File: src/rtl/logic_pack_pkg.sv
// Shared types and helpers for the single-bit logic packer.
// Provides the packer FSM encoding, sequence width and count-width helper.
package logic_pack_pkg;

    typedef enum logic {
        FILL,
        PEND
    } state_t;

    localparam int SEQ_W = 4;

    // Bits needed to hold a count of 0..w inclusive.
    function automatic int cnt_w(input int w);
        return $clog2(w + 1);
    endfunction

endpackage

File: src/rtl/logic_popcount.sv
// Combinational ones count of a WIDTH-bit word.
// Ports: bits (word in), ones (number of set bits, 0..WIDTH).
module logic_popcount
    import logic_pack_pkg::*;
#(
    parameter int WIDTH = 8
) (
    input  logic [WIDTH-1:0]          bits,
    output logic [cnt_w(WIDTH)-1:0]   ones
);

    localparam int OW = cnt_w(WIDTH);

    always_comb begin
        ones = '0;
        for (int i = 0; i < WIDTH; i++) begin
            ones = ones + OW'(bits[i]);
        end
    end

endmodule

File: src/rtl/logic_bit_packer.sv
// Packs WIDTH consecutive (a_bit, c_bit) samples into parallel words.
// Ports: clk, rst_n; in_valid/in_ready/a_bit/c_bit sample input;
//        out_valid/out_ready handshake with out_a, out_c, out_par_a,
//        out_xnor_c, out_ones and out_seq word outputs.
module logic_bit_packer
    import logic_pack_pkg::*;
#(
    parameter int WIDTH = 8
) (
    input  logic                      clk,
    input  logic                      rst_n,
    input  logic                      in_valid,
    output logic                      in_ready,
    input  logic                      a_bit,
    input  logic                      c_bit,
    output logic                      out_valid,
    input  logic                      out_ready,
    output logic [WIDTH-1:0]          out_a,
    output logic [WIDTH-1:0]          out_c,
    output logic                      out_par_a,
    output logic                      out_xnor_c,
    output logic [cnt_w(WIDTH)-1:0]   out_ones,
    output logic [SEQ_W-1:0]          out_seq
);

    localparam int IW = $clog2(WIDTH);
    localparam int OW = cnt_w(WIDTH);

    state_t           state;
    state_t           state_nx;
    logic [IW-1:0]    cnt;
    logic [WIDTH-1:0] sh_a;
    logic [WIDTH-1:0] sh_c;
    logic [WIDTH-1:0] nxt_a;
    logic [WIDTH-1:0] nxt_c;
    logic [OW-1:0]    ones;
    logic             in_acc;
    logic             last;
    logic             slot_free;
    logic             load;

    assign in_ready  = (state == FILL);
    assign in_acc    = in_valid && in_ready;
    assign last      = (cnt == IW'(WIDTH - 1));
    assign slot_free = !out_valid || out_ready;

    // Each bit position is overwritten once per word, so the shift
    // registers never need clearing between words. In PEND no sample
    // is accepted, so nxt_* equals the held complete word.
    always_comb begin
        nxt_a = sh_a;
        nxt_c = sh_c;
        if (in_acc) begin
            nxt_a[cnt] = a_bit;
            nxt_c[cnt] = c_bit;
        end
    end

    always_comb begin
        state_nx = state;
        load     = 1'b0;
        unique case (state)
            FILL: begin
                if (in_acc && last) begin
                    if (slot_free) begin
                        load = 1'b1;
                    end else begin
                        state_nx = PEND;
                    end
                end
            end
            PEND: begin
                if (slot_free) begin
                    load     = 1'b1;
                    state_nx = FILL;
                end
            end
        endcase
    end

    logic_popcount #(
        .WIDTH (WIDTH)
    ) u_pop (
        .bits (nxt_c),
        .ones (ones)
    );

    always_ff @(posedge clk or negedge rst_n) begin
        if (!rst_n) begin
            state <= FILL;
            cnt   <= '0;
            sh_a  <= '0;
            sh_c  <= '0;
        end else begin
            state <= state_nx;
            sh_a  <= nxt_a;
            sh_c  <= nxt_c;
            if (in_acc) begin
                cnt <= last ? '0 : cnt + IW'(1);
            end
        end
    end

    always_ff @(posedge clk or negedge rst_n) begin
        if (!rst_n) begin
            out_valid  <= 1'b0;
            out_a      <= '0;
            out_c      <= '0;
            out_par_a  <= 1'b0;
            out_xnor_c <= 1'b0;
            out_ones   <= '0;
            out_seq    <= '0;
        end else if (load) begin
            out_valid  <= 1'b1;
            out_a      <= nxt_a;
            out_c      <= nxt_c;
            out_par_a  <= ^nxt_a;
            out_xnor_c <= ~^nxt_c;
            out_ones   <= ones;
            out_seq    <= out_seq + SEQ_W'(1);
        end else if (out_ready) begin
            out_valid <= 1'b0;
        end
    end

endmodule

File: config.mk
export PLATFORM = sky130hd
export DESIGN_NAME = logic_bit_packer
export DESIGN_NICKNAME = d
export VERILOG_FILES = /design/src/rtl/logic_pack_pkg.sv /design/src/rtl/logic_popcount.sv /design/src/rtl/logic_bit_packer.sv
export SDC_FILE = /design/constraint.sdc
export NUM_CORES = 1
export LEC_CHECK = 0
export CORE_MARGIN = 4
export CORE_UTILIZATION = 40
export DETAILED_ROUTE_END_ITERATION = 10
export PLACE_DENSITY_LB_ADDON = 0.2
export SYNTH_ARGS = -nofsm -noshare
export SYNTH_HDL_FRONTEND = slang
export SYNTH_SLANG_ARGS = --single-unit
File: constraint.sdc
create_clock -name clk -period 3.85 [get_ports clk]
set_clock_uncertainty 0.1 [all_clocks]
set_input_delay 0.5775 -clock clk [delete_from_list [all_inputs] [get_ports clk]]
set_output_delay 0.5775 -clock clk [all_outputs]
set_load 0.02 [all_outputs]
### After elaboration in Yosys (flattened, before gate mapping)

Cells that the tools add are included.

* reduce and logical (&&, ||, !) cells: 8
* add/sub/neg operators: 9
* equal/unequal tests: 1
* mux-type cells: 15
* bitwise logic cells: 1
* $lt $le $gt $ge: 2

Operators by type and width (number)
* 4-bit by 1-bit adder with 4-bit output: 6
* 8-bit bitwise mux: 2
* 8-bit two-way mux: 2
* 8-bit XNOR reduction: 1
* 8-bit parity: 1
* 1-bit two-way mux: 7
* 4-bit by 1-bit adder with 4-bit output, second input constant: 1
* 3-bit by 4-bit less-than comparator with 1-bit output, second input constant: 1
* 1-bit case mux with 2 select lines: 2
* 3-bit by 1-bit adder with 3-bit output, second input constant: 1
* 1-bit demux with 3-bit select: 1
* 3-bit == test, second input constant: 1
* 3-bit by 1-bit greater-or-equal comparator with 1-bit output, second input constant: 1
* 1-bit logical AND: 3
* 3-bit two-way mux: 1
* 1-bit by 1-bit adder with 2-bit output: 1
* 2-bit nonzero test: 1
* 1-bit zero test: 1
* 1-bit logical OR: 1
* 1-bit inverter: 1

* word-level logic and storage cells: 47
* register bits: 47
* input bits: 6

### Depth between registers and ports, before layout

Gate-level depths: netlist of run 1.

* depth in word-level cells: 13
* gate-level depth with buffers: 16
* depth with buffers taken out: 14

### Hierarchy

Synthesis of run 1 repeated with hierarchy kept, for this count alone.

* cell total of the unflattened synthesis: 220
* area total of the unflattened synthesis: 2502.4 um2

By module, submodules not included
* logic_bit_packer: seq. area each 1176.1 um2, instances 1, area an instance 2312.2 um2, cells each 196
* logic_popcount: seq. area each 0.0 um2, instances 1, area an instance 190.2 um2, cells each 24

### Worst setup path before layout of run 1

OpenSTA, ideal clock, no wires.

* kind: input -> register
* start point: input port in_valid
* end point: register out_ones[1]
* arrival time: 3.940 ns
* slack: -0.272 ns
* required time: 3.667 ns
* path buffers: 1
* stages: 13
* path through: or3b_1 -> buf_2 -> or3_1 -> o21ai_0 -> ha_1 -> inv_1 -> fa_1 -> fa_1 -> inv_1 -> fa_1 -> inv_1 -> fa_1 -> o21ai_0

* cells in the longest elaborated chain, start to end: 9
* elaborated cells on any way between the ends: 12

RTL lines
* from (decl): RTL line logic_bit_packer.sv:12 `input logic in_valid,`
* 1-bit logical AND: RTL line logic_bit_packer.sv:43 `assign in_acc = in_valid && in_ready;`
* 8-bit two-way mux: RTL line logic_bit_packer.sv:53 `if (in_acc) begin`
* net nxt_c[0]: RTL line logic_bit_packer.sv:35 `logic [WIDTH-1:0] nxt_c;`
* 1-bit by 1-bit adder with 2-bit output: RTL line logic_popcount.sv:17 `ones = ones + OW'(bits[i]);`
* 4-bit by 1-bit adder with 4-bit output (6 in a row): RTL line logic_popcount.sv:17
* to (signal assigned): RTL line logic_bit_packer.sv:119 `out_ones <= ones;`
* to (decl): RTL line logic_bit_packer.sv:22 `output logic [cnt_w(WIDTH)-1:0] out_ones,`

The timed path passes the listed nets, and every way through them passes these cells.
A chain may end at the register's enable or synchronous reset.

### Worst setup path after layout of run 1

* start point: register state
* end point: register out_ones[1]

* cells in the longest elaborated chain, start to end: 10
* elaborated cells on any way between the ends: 13

RTL lines
* from (decl): RTL line logic_bit_packer.sv:29 `state_t state;`
* from (signal assigned): RTL line logic_bit_packer.sv:95 `state <= state_nx;`
* 1-bit inverter
* 1-bit logical AND: RTL line logic_bit_packer.sv:43
* 8-bit two-way mux: RTL line logic_bit_packer.sv:53
* net nxt_c[0]: RTL line logic_bit_packer.sv:35
* 1-bit by 1-bit adder with 2-bit output: RTL line logic_popcount.sv:17
* 4-bit by 1-bit adder with 4-bit output (6 in a row): RTL line logic_popcount.sv:17

The timed path passes the listed nets, and every way through them passes these cells.

==> results.cfg, run 1 <==
[outcome]
status = completed

[sta]
period_needed_ns = 3.77
min_period_over_period = 0.980
finalHoldViolations = 0
setup_ws_ns = 0.0775
max_slew.worst_pin.slew_ns = 1.06
maxSlewViolCount = 0
slew_headroom = 0.295
rsz0062_at_grt = true
finalSetupTns_ns = 0
setup_viol = 0
max_freq_mhz = 265

[synthesis]
synth_top_area_share = 0.484
synth-seq-cells = 47
synthDistinctLibCells = 47
syn_nets = 268
synth_top_area_cell = dfrtp_1
synth_seq_area_share = 0.484
async_reset_ff_frac = 1.00
mappedNetlistArea_mm2 = 0.00243
ys.flop_type = dfrtp_1
synth_edf_count = 0
yosysWarnings = 0
netlist_top_cells_area = dfrtp_1, nand2_1, xnor2_1, o21ai_0, fa_1
synthCells = 252
syn_area_per_cell_um2 = 9.65

[setup_path]
critical_path.slowest_cell = fa_1
worst-path-buf-inv = 3
worstPathArrival_ns = 3.90
start_kind = flip-flop
cpPeakStageDelay_ns = 0.51
crit_chain = or3b_4, or3_4, nand2_2, o21ai_2, ha_1, inv_2, fa_1, fa_1, inv_2, fa_2, inv_2, fa_1, o21ai_1
worstSetupEndpointType = flip-flop
critPathTopFamily = adder cells
crit_fanout = 3
crit_required_ns = 3.98
path_class = reg -> reg

[placement]
pre_cts_slack_ns = -0.618
hpwlAfterDp_um = 4030
dp.cells = 377
gp_congestion = 0.844
io_buffers = 33

[cts]
cts_sinks = 47
clk_pin_slew_ns = 0.08
cts_max_path_buffers = 2
cts_tree = yes
cts-root-buf = clkbuf_8
clkLatencyLatePin_ns = 0.30
hold_buffers = 0
cts_inserted_buffers = 5
htree_levels = 2

[cells_and_area]
diodes = 0
utilization = 0.551
drive_above_1_share = 0.229
fin_cells = 403
area_growth_pct = 34.1
nNetsFinal = 344

[die]
pin_count = 34
core-area_mm2 = 0.00592
fp.dieH_um = 86.0
start_util = 0.411
dieArea_mm2 = 0.00739
die_w_um = 86.0
rows = 28

[power_and_ir_drop]
power_uw = 3040
p_per_area_mw_per_mm2 = 931
ir_worst_vdd_mv = 0.394
p_leak_uw = 0.00155

[routing]
routed_wirelength_um = 5930
drtIter0Drc = 138
drtAntennaViolNets = 0
via_per_inst = 4.94
vias = 1991
routedWlPerCell_um = 14.7
drt_pass1_iterations = 4
remaining_drc_errors = 0

[global_routing]
grt_max_degree = 48
grt_usage = 0.181
antenna_found_initial = 0
grt_pass1_vias = 2097
grt_pass1_wl_um = 10300
overflow = 0

[worst_hold_path]
holdCritPathClass = in -> async

[run]
cap_violations = 0
==> metal layers <==
| metal | GRT usage | wire [um] | vias to the layer above |
|---|---|---|---|
| met5 | 0 | 0 | - |
| met4 | 0.0662 | 116 | 0 |
| met1 | 0.250 | 2810 | 940 |
| met3 | 0.0413 | 281 | 10 |
| li1 | - | - | 999 |
| met2 | 0.278 | 2720 | 42 |
==> final cells by class <==
class / count / area (um2)
multi-input cells: 180 / 1170
repair buffers: 81 / 681
well taps: 75 / 93.8
clock inverters: 1 / 5.00
flip-flops and latches: 47 / 1180
fillers: 537 / 2660
inverters: 13 / 48.8
clock buffers: 6 / 82.6
==> worst reg2reg max path, stage by stage (launching register included) <==
cell     delay [ns]
dfrtp_1        0.39
or3b_4         0.40
or3_4          0.40
nand2_2        0.08
o21ai_2        0.06
ha_1           0.31
inv_2          0.07
fa_1           0.42
fa_1           0.51
inv_2          0.04
fa_2           0.34
inv_2          0.07
fa_1           0.37
o21ai_1        0.13
==> cells in the final DEF, fill, tap and decap left out, drive strengths merged, types with 2 or more instances in the layout <==
cell type and n:
nand2b 7, buf 50, o221ai 2, xnor2 13
xor2 4, o32ai 2, clkbuf 6, nand2 60
nand3 2, fa 4, clkdlybuf4s50 31, mux2 6
inv 13, nor3 6, or3 2, a21o 2
a21oi 6, o22ai 2, a31oi 2, o32a 2
o21ai 18, nor2 14, dfrtp 47, ha 6
mux2i 2
==> cell usage after synthesis (all sizes together), types with 2 or more instances <==
cell type / count
nand3: 2
buf: 3
mux2: 6
a21oi: 6
or3: 2
nand2b: 7
o22ai: 2
nor2: 14
nor3: 6
o221ai: 2
dfrtp: 47
clkbuf: 9
xnor2: 13
a21o: 2
o32a: 2
mux2i: 2
ha: 6
fa: 4
xor2: 4
nand2: 60
o21ai: 18
a31oi: 2
inv: 13
o32ai: 2
==> logic make-up after synthesis <==
family          synth area share
fa+ha+maj                 0.0638
mux                       0.0376
simple gates               0.174
flops                      0.484
xor+xnor                  0.0705
buf+inv                   0.0427
compound gates             0.128
==> power by group <==
part           switching [uW]  total, uW  internal, uW
Sequential                181        883           702
Combinational             868       1850           979
Clock                     164        306           141
Total                    1210       3040          1820
==> state kept, by name, summed over array words and instances, names as in the netlist <==
register / count
out_xnor_c: 1
cnt: 3
state: 1
out_ones: 4
out_c: 8
sh_c: 8
sh_a: 8
out_valid: 1
out_par_a: 1
out_a: 8
out_seq: 4
==> metrics by stage <==
| step | instance area (um2) | hold WS, ns |
|---|---|---|
| CTS | 3260 | 0.381 |
| global placement | 3030 | 0.359 |
| global route | 3260 | 0.388 |
| floorplan | 2450 | 0.182 |
| detailed placement | 3030 | 0.361 |
| finish | 3260 | 0.359 |
==> final timing paths <==
check | to | slack [ns] | cells after the start | from
min in group clk | out_seq[3] | 0.37 | 1 | out_seq[3]
setup / recovery | out_ones[1] | 0.08 | 13 | state
max in group asynchronous | out_c[1] | 2.64 | 1 | rst_n
hold / removal | out_par_a | 0.36 | 1 | rst_n
hold reg to reg | out_seq[3] | 0.37 | 1 | out_seq[3]
setup reg to reg | out_ones[1] | 0.08 | 13 | state
==> timing repair <==
item                                    in CTS  in global routing
endpoints found under the setup margin       4                  4
gates resized for setup                      8                  3
setup buffers                               20                  1
hold endpoints to repair                     0                  0
pin swaps                                    8                  7
Note: power is estimated with default switching activity, not from simulation.
==> run 2, diff against run 1 <==
Settings changed: HOLD_SLACK_MARGIN set to 0.05.
==> results of run 2 <==
Final layout, timing and power as in run 1 (identical DEF).
==> run 3, diff against run 2 <==
Settings changed: PLACE_DENSITY_LB_ADDON 0.2 to 0.05.
==> results.cfg, run 3 (synthesized netlist as in run 1, its figures left out) <==
[power_and_ir_drop]
p_per_area_mw_per_mm2 = 927
p_leak_uw = 0.00146
ir_worst_vdd_mv = 0.387
power_uw = 2920

[routing]
wl_met1_um = 2750
drtAntennaViolNets = 0
dr_wl_met2_um = 2590
top_layer = met4
drtIter0Drc = 150
remaining_drc_errors = 0
drt_pass1_iterations = 5
routedWlPerCell_um = 14.5
wl_met3_um = 177
via_per_inst = 5.04
routed_wirelength_um = 5600
vias = 1940

[setup_path]
start_kind = flip-flop
crit_required_ns = 3.98
crit_fanout = 5
r2r_start = state
rr_worst_depth = 13
path_class = reg -> reg
worstPathArrival_ns = 3.91
worstSetupEndpointType = flip-flop
r2r-end = out_ones[1]
reg2reg_slack_ns = 0.07

[global_routing]
grt_pass1_wl_um = 9670
grt_max_degree = 48
grt_pass1_vias = 2026
overflow = 0
antenna_found_initial = 0
grt_usage = 0.165

[sta]
max_slew.worst_pin.slew_ns = 1.05
max_freq_mhz = 265
finalHoldViolations = 0
min_period_over_period = 0.982
slew_headroom = 0.297
maxSlewViolCount = 0
hold_ws_ns = 0.347
period_needed_ns = 3.78
rsz0062_at_grt = true
setup_viol = 0

[cts]
clkLatencyLatePin_ns = 0.30
cts-root-buf = clkbuf_8
cts_tree = yes
cts_max_path_buffers = 2
cts_inserted_buffers = 5
clk_pin_slew_ns = 0.09
cts_sinks = 47
htree_levels = 2
hold_buffers = 0

[cells_and_area]
layout_common_cells = nand2_1, dfrtp_1, clkdlybuf4s50_1
nNetsFinal = 325
diodes = 0
fin_cells = 385
drive_above_1_share = 0.177
final_cell_area_mm2 = 0.00315
final_common_cell = nand2_1
area_growth_pct = 29.6
nFillCells = 564

[outcome]
status = completed

[placement]
hpwlAfterDp_um = 4110
dpl_cell_area_mm2 = 0.00300
gp_congestion = 0.834
io_buffers = 33
dp.cells = 374

[die]
core-area_mm2 = 0.00592
start_util = 0.411
rows = 28
fp.dieH_um = 86.0
die_w_um = 86.0
dieArea_mm2 = 0.00739
pin_count = 34

[run]
cap_violations = 0

[worst_hold_path]
holdCritPathClass = in -> async
run 3: layout make-up:
cell class	count	area [um2]	area share
multi-input combinational	180	1190	0.378
sequential	47	1180	0.374
timing repair buffer	62	538	0.171
clock buffer	8	100	0.0318
tap	75	93.8	0.0298
inverter	13	48.8	0.0155
run 3: how the worst max path moves through the flow:
stage | slack [ns] | to | startpoint
after floorplan | -0.10 | out_ones[1] | in_valid
after global placement | -0.58 | out_ones[1] | in_valid
after detailed placement | -0.61 | out_ones[1] | in_valid
after CTS | -0.01 | out_ones[1] | state
after global routing | -0.06 | out_ones[1] | state
final | 0.07 | out_ones[1] | state
run 3: critical path, stage by stage (launching register included):
cell and delay, ns:
dfrtp_2 0.44, or3b_4 0.39, or3_4 0.42, nand2_4 0.08
o21ai_4 0.06, ha_4 0.27, inv_2 0.04, fa_1 0.46
fa_1 0.49, inv_1 0.05, fa_2 0.35, inv_2 0.06
fa_1 0.39, o21ai_1 0.12
run 3: power breakdown:
group          leakage, uW  total, uW  switching [uW]  internal (uW)
registers         0.000597        875             173            702
clock network    0.0000515        331             167            164
logic             0.000814       1720             831            885
total              0.00146       2920            1170           1750
run 3: timing repair:
item | CTS | global route
buffers inserted | 1 | 2
resized for setup | 7 | 5
setup endpoints to repair | 3 | 3
pin swaps | 7 | 5
hold endpoints to repair | 0 | 0
run 3: metrics by stage:
| step | utilization | setup WS, ns | setup TNS [ns] |
|---|---|---|---|
| 2_1_floorplan | - | -0.104 | -0.163 |
| 3_3_place_gp | 0.507 | -0.581 | -1.73 |
| 3_5_place_dp | 0.507 | -0.611 | -1.81 |
| 4_1_cts | 0.525 | -0.0101 | -0.0101 |
| 5_1_grt | 0.532 | -0.0580 | -0.0992 |
| 6_report | 0.532 | 0.0700 | 0 |
run 3: routing by layer:
layer	vias up	track usage
li1	962	-
met1	941	0.228
met2	29	0.263
met3	8	0.0317
met4	0	0.0475
met5	-	0
